===== src/rtl/hex_scan_driver.sv =====
// Time-multiplexed 7-segment scan driver: walks NUM_DIGITS digits at a
// programmable rate, swaps in new display values only at frame boundaries.
module hex_scan_driver #(
  parameter int NUM_DIGITS  = 4,
  parameter int REFRESH_DIV = 50000
) (
  input  logic                    clk,
  input  logic                    rst_n,
  input  logic [4*NUM_DIGITS-1:0] value,
  input  logic                    load,
  input  logic                    blank_lz,
  output logic [3:0]              code,
  output logic [NUM_DIGITS-1:0]   digit_en_n,
  output logic                    blank,
  output logic                    load_ack
);
  localparam int CW = (REFRESH_DIV > 1) ? $clog2(REFRESH_DIV) : 1;
  localparam int IW = $clog2(NUM_DIGITS);

  logic [CW-1:0]                 cnt;
  logic [IW-1:0]                 idx;
  logic [NUM_DIGITS-1:0][3:0]    shadow, pending, val_n;
  logic [4*NUM_DIGITS-1:0]       shadow_f;
  logic [NUM_DIGITS-1:0]         zsuf;
  logic                          pend, tick, boundary, lz;

  assign val_n    = value;
  assign shadow_f = shadow;
  assign tick     = (cnt == CW'(REFRESH_DIV - 1));
  assign boundary = tick && (idx == IW'(NUM_DIGITS - 1));

  // zsuf[k]: every nibble from digit k up to the top is zero
  for (genvar k = 0; k < NUM_DIGITS; k++) begin : g_lz
    assign zsuf[k] = ~|(shadow_f >> (4 * k));
  end

  assign lz = blank_lz && (idx != '0) && zsuf[idx];

  always_ff @(posedge clk or negedge rst_n) begin
    if (!rst_n) begin
      cnt        <= '0;
      idx        <= '0;
      shadow     <= '0;
      pending    <= '0;
      pend       <= 1'b0;
      code       <= 4'h0;
      digit_en_n <= {{(NUM_DIGITS-1){1'b1}}, 1'b0};
      blank      <= 1'b0;
      load_ack   <= 1'b0;
    end else begin
      cnt <= tick ? '0 : cnt + 1'b1;
      if (tick)
        idx <= (idx == IW'(NUM_DIGITS - 1)) ? '0 : idx + 1'b1;

      // A load coinciding with the boundary bypasses and discards pending
      if (boundary) begin
        if (load)      shadow <= val_n;
        else if (pend) shadow <= pending;
        pend <= 1'b0;
      end else if (load) begin
        pending <= val_n;
        pend    <= 1'b1;
      end
      load_ack <= boundary && (load || pend);

      code       <= lz ? 4'h0 : shadow[idx];
      digit_en_n <= lz ? '1 : ~(NUM_DIGITS'(1) << idx);
      blank      <= lz;
    end
  end
endmodule


===== config.mk =====
export PLATFORM = sky130hd
export DESIGN_NAME = hex_scan_driver
export DESIGN_NICKNAME = d
export VERILOG_FILES = /design/src/rtl/hex_scan_driver.sv
export SDC_FILE = /design/constraint.sdc
export NUM_CORES = 1
export LEC_CHECK = 0
export BUFFER_PORTS_ARGS = -buffer_cell sky130_fd_sc_hd__buf_4
export CORE_UTILIZATION = 58
export CTS_CLUSTER_DIAMETER = 100
export DETAILED_ROUTE_END_ITERATION = 8
export GPL_ROUTABILITY_DRIVEN = 1
export HOLD_SLACK_MARGIN = 0.12
export PLACE_DENSITY = 0.78
export REMOVE_ABC_BUFFERS = 1
export SLEW_MARGIN = 30
export SYNTH_ARGS = -nofsm -noshare
export SYNTH_HDL_FRONTEND = slang
export SYNTH_SLANG_ARGS = --single-unit

===== constraint.sdc =====
create_clock -name clk -period 2.9 [get_ports clk]
set_clock_uncertainty 0.2 [all_clocks]
set_input_delay 0.58 -clock clk [delete_from_list [all_inputs] [get_ports clk]]
set_output_delay 0.58 -clock clk [all_outputs]
set_load 0.005 [all_outputs]

* Word level (Yosys, flattened, before mapping)
Cells that the tools add are included.
** Cells by class
- Equal/unequal tests :: 2
- Reductions and logical operators :: 18
- Div/mod/pow operators :: 0
- Shift-type cells :: 1
- Add/subtract/negate cells :: 2
- Bitwise operators :: 2
- Multipliers :: 0
- Mux-type cells :: 12
- $lt $le $gt $ge :: 1
** Operators with widths (count)
- $mux 16 :: 3
- $add 16x1->16 const B :: 1
- $eq 16x16->1 const B :: 1
- $reduce_or 16->1 :: 1
- $mux 4 :: 3
- $reduce_or 12->1 :: 1
- $bmux 4 s2 :: 1
- $reduce_or 8->1 :: 1
- $reduce_bool 2->1 :: 3
- $logic_and 1x1->1 :: 4
- $logic_not 1->1 :: 4
- $not 4->4 :: 1
- $reduce_and 2->1 :: 2
- $reduce_or 4->1 :: 1
- $shl 1x2->4 const A :: 1
- $lt 2x3->1 const B :: 1
- $mux 1 :: 3
- $add 2x1->2 const B :: 1
- $bmux 1 s2 :: 1
- $eq 2x2->1 const B :: 1
- $mux 2 :: 1
- $logic_or 1x1->1 :: 1
- $not 1->1 :: 1
** Storage, ports and cells
- Output and inout bits :: 10
- Latch bits :: 0
- Bits in registers :: 61
- Bits in writable memories :: 0
- Bits in read-only memories :: 0
- Word-level logic and storage cells :: 53
- Memories :: 0
- Bits of input ports :: 20

* Depth between registers and ports, before layout
Gate-level depths: netlist of the first run.
- Depth in word-level cells :: 6
- Mapped depth :: 7
- Depth with buffers taken out :: 5

* Least setup slack after synthesis of the first run
OpenSTA, ideal clock, no wires.
- Path kind :: reg2reg
- Start point :: reg cnt[5]
- End point :: reg pending[11] in the netlist's numbering
- Setup slack :: 0.443 ns
- Required time :: 2.575 ns
- Data arrival time :: 2.132 ns
- Stages on the path, launching flop included :: 7
- Clock period less this slack :: 2.457 ns
- Setup time :: 0.125 ns
- Path buffers :: 2
- Cells stage by stage :: dfrtp_1 > or4b_4 > or4_4 > buf_6 > nand2_8 > buf_12 > mux2_4
** On the way
- Cells in the longest elaborated chain, start to end :: 4
** Ends and longest elaborated chain
- start, declared :: RTL line 20 : logic [CW-1:0] cnt;
- start signal, assigned :: RTL line 51 : cnt <= tick ? '0 : cnt + 1'b1;
- $eq 16x16->1 :: RTL line 29 : assign tick = (cnt == CW'(REFRESH_DIV - 1));
- $logic_and 1x1->1 :: RTL line 30 : assign boundary = tick && (idx == IW'(NUM_DIGITS - 1));
- $not 1->1 (no source line)
- $reduce_and 2->1 (no source line)
- end signal, assigned :: RTL line 61 : pending <= val_n;
- end, declared :: RTL line 22 : logic [NUM_DIGITS-1:0][3:0] shadow, pending, val_n;
Every way passes these cells.
A chain may end at the register's enable or synchronous reset.

* Worst setup path in the final report of the first run
- Start point :: reg cnt[7]
- End point :: reg pending[6] in the netlist's numbering
Same word-level chain as after synthesis.

==> results of run 1 <==
==> per-layer routing <==
metal,global-route usage,up-vias,share of wire
met3,0.0527,8,0.043
met4,0.107,0,0.019
met2,0.315,50,0.44
met1,0.341,854,0.50
met5,0,-,0
li1,-,865,-
==> kinds of logic after synthesis <==
| logic type | synth area share |
|---|---|
| compound gates | 0.0712 |
| xor+xnor | 0.0442 |
| fa+ha+maj | 0.0270 |
| buf+inv | 0.0324 |
| flops | 0.551 |
| mux | 0.169 |
| simple gates | 0.105 |
==> how the worst min path moves through the flow <==
stage | start | end | slack, ns | cells past startpoint
finish | rst_n | pending[2] | 0.12 | 1
global route | rst_n | load_ack | 0.17 | 1
CTS | rst_n | pending[2] | 0.14 | 1
detailed placement | cnt[0] | cnt[0] | 0.29 | 1
global placement | cnt[0] | cnt[0] | 0.28 | 1
floorplan | rst_n | blank | 0.08 | 0
==> area by class of cell <==
type	count	area [um^2]
timing repair buffer	33	248
tap	52	65.1
inverter	8	30.0
clock buffer	14	143
multi-input combinational	145	1160
clock inverter	2	10.0
sequential	61	1530
fill	331	1290
==> where the power goes <==
group,internal [mW],switching [mW],leakage (nW),total [mW]
clock network,0.309,0.287,0.0784,0.595
logic,0.0571,0.0470,0.648,0.104
registers,0.874,0.0126,0.786,0.887
==> worst max-delay path, stage by stage, from the launching register on <==
cell	delay (ns)
dfrtp_1	0.43
or4b_4	0.55
or4_4	0.68
nand2_8	0.22
mux2_2	0.36
==> flip-flops by register name, summed over array words and instances, names as in the netlist <==
name        count
blank           1
pending        16
code            4
digit_en_n      4
cnt            16
shadow         16
pend            1
load_ack        1
idx             2
==> cells in the final DEF (no fill, tap or decap), types with 2 or more instances in the layout <==
cell type and n:
and3_1 2, buf_4 33, clkbuf_1 5, clkbuf_8 9, clkinv_2 2, dfrtp_1 58
dfstp_2 3, ha_1 6, inv_1 8, mux2_2 6, mux2_4 10, mux2i_1 16
mux4_2 4, nand2_1 6, nand3_1 5, nand4_1 4, nor2_1 14, nor3_1 3
nor4_1 9, o21ai_0 35, xnor2_1 7, xor2_1 7
==> impl_metrics.tcl, run 1 <==
set metrics [dict create \
    status "finished, violations left" \
    violations "DRC" \
    synth_edf_count 0 \
    die_h_um 71.2 \
    hold_buffers 0 \
    power_mw 1.59 \
    clock-root-buffer "clkbuf_8" \
    synth_most_common_cell "dfrtp_1" \
    placed_area_um2 3030 \
    synthTopCellsByCount "58 x dfrtp_1, 35 x o21ai_0, 16 x mux2i_1" \
    start_util 0.621 \
    via_count 1777 \
    ir_drop_uv 334 \
    synth.distinct_cells 34 \
    fin_setup_tns_ns 0 \
    setup_viol 0 \
    finalWorstSetupSlack_ns 0.337 \
    crit_type "reg -> reg" \
    dpl.hpwl_mm 3.35 \
    critPathMaxFanout 18 \
    synth_area_leaders "dfrtp_1 52%, o21ai_0 6.3%, mux2i_1 5.8%" \
    wl_per_cell_um 15.5 \
    synthCells 223 \
    gr-total-overflow 0 \
    p_leak_nw 1.51 \
    worst_setup_path_end_kind "flip-flop" \
    hold_viol 0 \
    placedCellCount 299 \
    fin_crit_ns 2.56 \
    r2r_setup_slack_ns 0.34 \
    synth-main-ff-cell "dfrtp_1" \
    final_cells 315 \
    worst-r2r-cell-count 4 \
    cts_tree "yes" \
    cts_htree_levels 3 \
    grt_pass1_vias 1768 \
    dp_slack_ns 0.331 \
    postCtsSetupBuffers 0 \
    drc_errors 1 \
    worst_pin_slew_ns 0.745 \
    maxSlewViolCount 0 \
    grt_start_max_net_pins 62 \
    fin_crit_sh 0.884 \
    routed_wl_mm 4.89 \
    grt_setup_unrepaired "false" \
    max_slew_margin 0.504 \
    nets 284 \
    whs_ns 0.115 \
    dieArea_um2 5070 \
    synth-seq-cells 61 \
    gp_congestion 0.856 \
    synth_area_per_cell_um2 12.5 \
    ctsResizeCount 0 \
    syn_area_um2 2780 \
    synth_top_cell_area_share 0.523 \
    r2r-end "pending[6]" \
    layout-drive-gt1-share 0.274 \
    io_pins 30 \
    r2r_start "cnt[7]" \
    num_antenna_cells 0 \
    fmaxAchievable_mhz 390 \
    seq_area_frac_synth 0.551 \
    die_x_um 71.2 \
    final_util 0.711 \
    area_growth_pct 14.6 \
    hp-class "in -> async" \
    cts_made_buffers 9 \
    ys_async_sr_fraction 1.00 \
    startpoint "cnt[7]" \
    drtAntennaViolNets 0 \
    rows 24 \
    power.density_nw_per_um2 498 \
    grt_first_pass_wirelength_mm 8.62 \
    ys_warn_count 0 \
    clockBufferDepth 2 \
    firstDrtPassIters 6 \
    io_buffer_count 29 \
    clk_pin_slew_worst_paths_ns 0.06 \
    clk_latency_ns 0.33 \
    drtIter0Drc 113 \
    required_ns 2.91 \
    grtUsageTotal 0.228 \
    antenna_found_initial 0 \
    synth_top_area_cell "dfrtp_1" \
    arrival_ns 2.57 \
    start_kind "flip-flop" \
    clkSinkCount 61 \
    max_cap_violations 0 \
    crit_end "pending[6]" \
    fin_area_um2 3180 \
    core_area_um2 4470 \
    routed_via_density 5.64 \
]
No activity file was read; power rests on OpenSTA's default activity.
==> run 2: changes to the inputs <==
Settings changed: SETUP_SLACK_MARGIN set to 0.5, TNS_END_PERCENT set to 1.
Clock period 2.9 ns to 2.6 ns, I/O delays scaled along.
==> run 2 against run 1 <==
Net effect: the run still ends with DRC left; largest cell class unchanged; via count increased by 3.6%; wire length up 10%; clock power rose by 24%; sequential cell count is the same; sequential share of layout area down 2.6 points; die area did not move; final cell count rose by 3.8%.
==> impl_metrics.tcl, run 2 (synthesis results as in run 1) <==
set metrics [dict create \
    fin_crit_ns 2.41 \
    crit_chain "or4b_4 > or4_4 > nand2_8 > mux2_4" \
    status "finished, violations left" \
    wl_per_cell_um 16.5 \
    drc_errors 1 \
    drtAntennaViolNets 0 \
    pwr-share-clk 0.397 \
    die_h_um 71.2 \
    dpl.hpwl_mm 3.22 \
    max_slew_margin 0.509 \
    io_buffer_count 29 \
    violations "DRC" \
    r2r_setup_slack_ns 0.19 \
    routed_via_density 5.63 \
    p_switching_uw 409 \
    drtIter0Drc 168 \
    power.density_nw_per_um2 551 \
    worst-r2r-cell-count 4 \
    layout-drive-gt1-share 0.309 \
    clockBufferDepth 2 \
    grt_start_max_net_pins 62 \
    die_x_um 71.2 \
    p_leak_nw 1.63 \
    crit_end "pending[12]" \
    cp_top_family "simple AND/OR/NAND/NOR gates" \
    crit_slowest_cell "or4_4" \
    arrival_ns 2.42 \
    finalWorstSetupSlack_ns 0.186 \
    p_comb_frac 0.069 \
    fin_area_um2 3360 \
    p_sw_frac 0.220 \
    gp_congestion 0.835 \
    p_seq_frac 0.534 \
    routed_wl_mm 5.40 \
    via_count 1841 \
    ir_drop_uv 411 \
    gr-total-overflow 0 \
    firstDrtPassIters 6 \
    r2r_start "cnt[7]" \
    fin_crit_sh 0.929 \
    antenna_found_initial 0 \
    worst_setup_path_end_kind "flip-flop" \
    top_regs "cnt (16), pending (16), shadow (16)" \
    area_growth_pct 21.1 \
    cp.depth 4 \
    maxSlewViolCount 0 \
    dp_slack_ns 0.161 \
    required_ns 2.61 \
    grtUsageTotal 0.235 \
    dieArea_um2 5070 \
    cts_made_buffers 9 \
    cts_tree "yes" \
    fmaxAchievable_mhz 414 \
    io_pins 30 \
    grt_setup_unrepaired "true" \
    core_area_um2 4470 \
    critPathMaxFanout 8 \
    cts_htree_levels 3 \
    cp_slowest_stage_delay_ns 0.67 \
    clk_latency_ns 0.33 \
    layout_commonest_cell "dfrtp_1" \
    power_mw 1.85 \
    mostFrequentLayoutCells "58 x dfrtp_1, 41 x buf_4, 31 x o21ai_0" \
    clkSinkCount 61 \
    grt_pass1_vias 1826 \
    nets 296 \
    clk_pin_slew_worst_paths_ns 0.06 \
    placed_area_um2 3050 \
    start_util 0.621 \
    hold_viol 0 \
    p_int_mw 1.44 \
    whs_ns 0.229 \
    clock-root-buffer "clkbuf_8" \
    max_cap_violations 0 \
    crit_type "reg -> reg" \
    start_kind "flip-flop" \
    worst-path-buf-inv 0 \
    hp-class "in -> reg" \
    final_util 0.751 \
    startpoint "cnt[7]" \
    r2r-end "pending[12]" \
    rows 24 \
    num_antenna_cells 0 \
    setup_viol 0 \
    worst_pin_slew_ns 0.736 \
    grt_first_pass_wirelength_mm 8.90 \
]
[run 2: cell types whose count changed in the layout (fill, tap and decap cells not counted), sizes merged]
cell	change
buf	+9
dlygate4sd3	+1
clkbuf	+2
nand2	+1
clkinv	-1
[run 2: worst reg2reg max path, delay by kind of cell (launching register included)]
kind | cells | cell delay, ns
and+or+nand+nor | 3 | 1.39
DFF | 1 | 0.38
muxes | 1 | 0.32
[run 2: layer usage]
layer	GRT usage	wire, um
met5	0	0
met4	0.0711	38
met3	0.0741	318
met2	0.340	2520
met1	0.341	2530
[run 2: repair_timing]
item	CTS	global route
setup buffers	6	0
gates resized for setup	9	6
hold endpoints to repair	58	0
pin swaps	4	3
gates cloned	1	1
endpoints found under the setup margin	33	34
hold buffers	1	0
[run 2: worst min-delay path by stage]
stage	startpoint	endpoint	depth (start not counted)
after global placement	cnt[0]	cnt[0]	1
after CTS	value[7]	pending[7]	2
final	value[0]	pending[0]	2
after detailed placement	cnt[0]	cnt[0]	1
after global routing	value[7]	pending[7]	2
after floorplan	rst_n	blank	0
[run 2: per-stage QoR]
| step | TNS, ns | std cells |
|---|---|---|
| 5_1_grt | 0 | 327 |
| 2_1_floorplan | -0.00942 | 214 |
| 3_3_place_gp | 0 | 302 |
| 6_report | 0 | 327 |
| 4_1_cts | 0 | 326 |
| 3_5_place_dp | 0 | 302 |
[run 2: cell type report]
| type | count | area [um^2] |
|---|---|---|
| clock buffers | 15 | 166 |
| inverters | 8 | 30.0 |
| fillers | 298 | 1110 |
| multi-input cells | 146 | 1200 |
| clock inverters | 1 | 5.00 |
| well taps | 52 | 65.1 |
| repair buffers | 44 | 363 |
| flip-flops and latches | 61 | 1530 |
[run 2: power by group through the flow]
stage / Clock (mW) / Combinational [mW] / Sequential [mW]
after global routing: 0.778 / 0.141 / 0.991
after floorplan: 0 / 0.0584 / 1.00
after detailed placement: 0 / 0.117 / 1.00
after CTS: 0.743 / 0.131 / 0.989
after global placement: 0 / 0.114 / 1.00
final: 0.736 / 0.128 / 0.989
==> run 3: changes to the inputs <==
Settings changed: CORE_MARGIN set to 5, SETUP_SLACK_MARGIN 0.5 to not set.
==> run 3 against run 2 <==
Net effect: the run now ends clean; setup slack worse by 0.031 ns; worst hold slack got worse by 0.012 ns; wire length shrank 7.1%; die area up 24%; power is 13% higher; non-clock buffer count shrank 8; fmax fell by 1.3%; combinational power is 9% lower; final cell count is 2.1% lower; clock-buffer cell count decreased by 2; sequential cell count did not move.
==> impl_metrics.tcl, run 3 (synthesis results as in run 1) <==
set metrics [dict create \
    area_growth_pct 18.9 \
    hp-class "in -> reg" \
    layout-drive-gt1-share 0.297 \
    top_regs "cnt (16), pending (16), shadow (16)" \
    grt_setup_unrepaired "false" \
    routed_via_density 5.65 \
    cts_tree "yes" \
    min_from "value[12]" \
    postCtsSetupBuffers 0 \
    whs_ns 0.217 \
    die_x_um 79.2 \
    required_ns 2.62 \
    holdPathStages 2 \
    final_cells 320 \
    clk_latency_ns 0.34 \
    rows 25 \
    power.density_nw_per_um2 637 \
    grt_first_pass_wirelength_mm 8.26 \
    dpl.hpwl_mm 3.41 \
    dp_slack_ns 0.164 \
    setup_viol 0 \
    placedCellCount 303 \
    critPathMaxFanout 16 \
    crit_type "reg -> reg" \
    hold_viol 0 \
    core_area_um2 4690 \
    antenna_found_initial 0 \
    gp_congestion 0.753 \
    max_cap_violations 0 \
    status "complete, no violations" \
    startpoint "cnt[7]" \
    routed_wl_mm 5.01 \
    clock-root-buffer "clkbuf_8" \
    maxSlewViolCount 0 \
    worst-r2r-cell-count 4 \
    p_leak_nw 1.57 \
    die_h_um 79.2 \
    placed_area_um2 3050 \
    firstDrtPassIters 5 \
    start_util 0.592 \
    grt_pass1_vias 1718 \
    finalWorstSetupSlack_ns 0.155 \
    fmaxAchievable_mhz 409 \
    drtIter0Drc 53 \
    clk_pin_slew_worst_paths_ns 0.07 \
    grt_start_max_net_pins 62 \
    fin_crit_sh 0.940 \
    clkSinkCount 61 \
    fin_area_um2 3300 \
    nets 287 \
    r2r_start "cnt[7]" \
    clockBufferDepth 2 \
    start_kind "flip-flop" \
    grtUsageTotal 0.179 \
    cts_htree_levels 3 \
    layout_commonest_cell "dfrtp_1" \
    max_slew_margin 0.516 \
    fin_crit_ns 2.45 \
    power_mw 2.10 \
    worst_setup_path_end_kind "flip-flop" \
    io_pins 30 \
    arrival_ns 2.47 \
    wl_per_cell_um 15.7 \
    dieArea_um2 6270 \
    gr-total-overflow 0 \
    num_antenna_cells 0 \
    via_count 1807 \
    cts_made_buffers 9 \
    worst_pin_slew_ns 0.725 \
    drtAntennaViolNets 0 \
    mostFrequentLayoutCells "58 x dfrtp_1, 35 x o21ai_0, 35 x buf_4" \
    io_buffer_count 29 \
    ir_drop_uv 434 \
    drc_errors 0 \
]
[run 3: cell type report]
| type | instances | area [um^2] |
|---|---|---|
| Multi-Input combinational cell | 145 | 1160 |
| Sequential cell | 61 | 1530 |
| Inverter | 8 | 30.0 |
| Clock buffer | 13 | 179 |
| Timing Repair Buffer | 36 | 273 |
| Fill cell | 333 | 1390 |
| Tap cell | 54 | 67.6 |
| Clock inverter | 3 | 65.1 |
[run 3: path summary, 6_finish.rpt]
kind                            slack (ns)           to
worst max-delay path                  0.15   pending[0]
worst min-delay path                  0.22  pending[12]
worst max register to register        0.15   pending[0]
worst min register to register        0.28       cnt[0]
max in group asynchronous             1.14      cnt[14]
min in group asynchronous             0.59       cnt[4]
[run 3: what timing repair did]
action	in CTS	in global routing
hold buffers	1	0
hold endpoints to repair	58	0
gates resized for setup	0	0
[run 3: power breakdown]
part / internal (mW) / total [mW] / leakage, nW / switching, mW
Clock: 0.643 / 0.999 / 0.126 / 0.356
Sequential: 0.974 / 0.988 / 0.786 / 0.0137
Combinational: 0.0646 / 0.116 / 0.662 / 0.0509
Total: 1.68 / 2.10 / 1.57 / 0.421
[run 3: metrics by stage]
step	TNS, ns	utilization
finish	0	0.703
detailed placement	0	0.649
CTS	0	0.703
global placement	0	0.649
global route	0	0.703
floorplan	-0.00942	-
[run 3: layer usage]
metal	global-route usage	wire, um	vias up
li1	-	-	872
met4	0.0808	72	0
met1	0.242	2340	886
met2	0.254	2300	42
met3	0.0680	303	7
met5	0	0	-
[run 3: critical path, cell delays in order (launching register included)]
cell,delay [ns]
dfrtp_1,0.43
or4b_4,0.55
or4_4,0.59
nand2_8,0.19
mux2_2,0.35
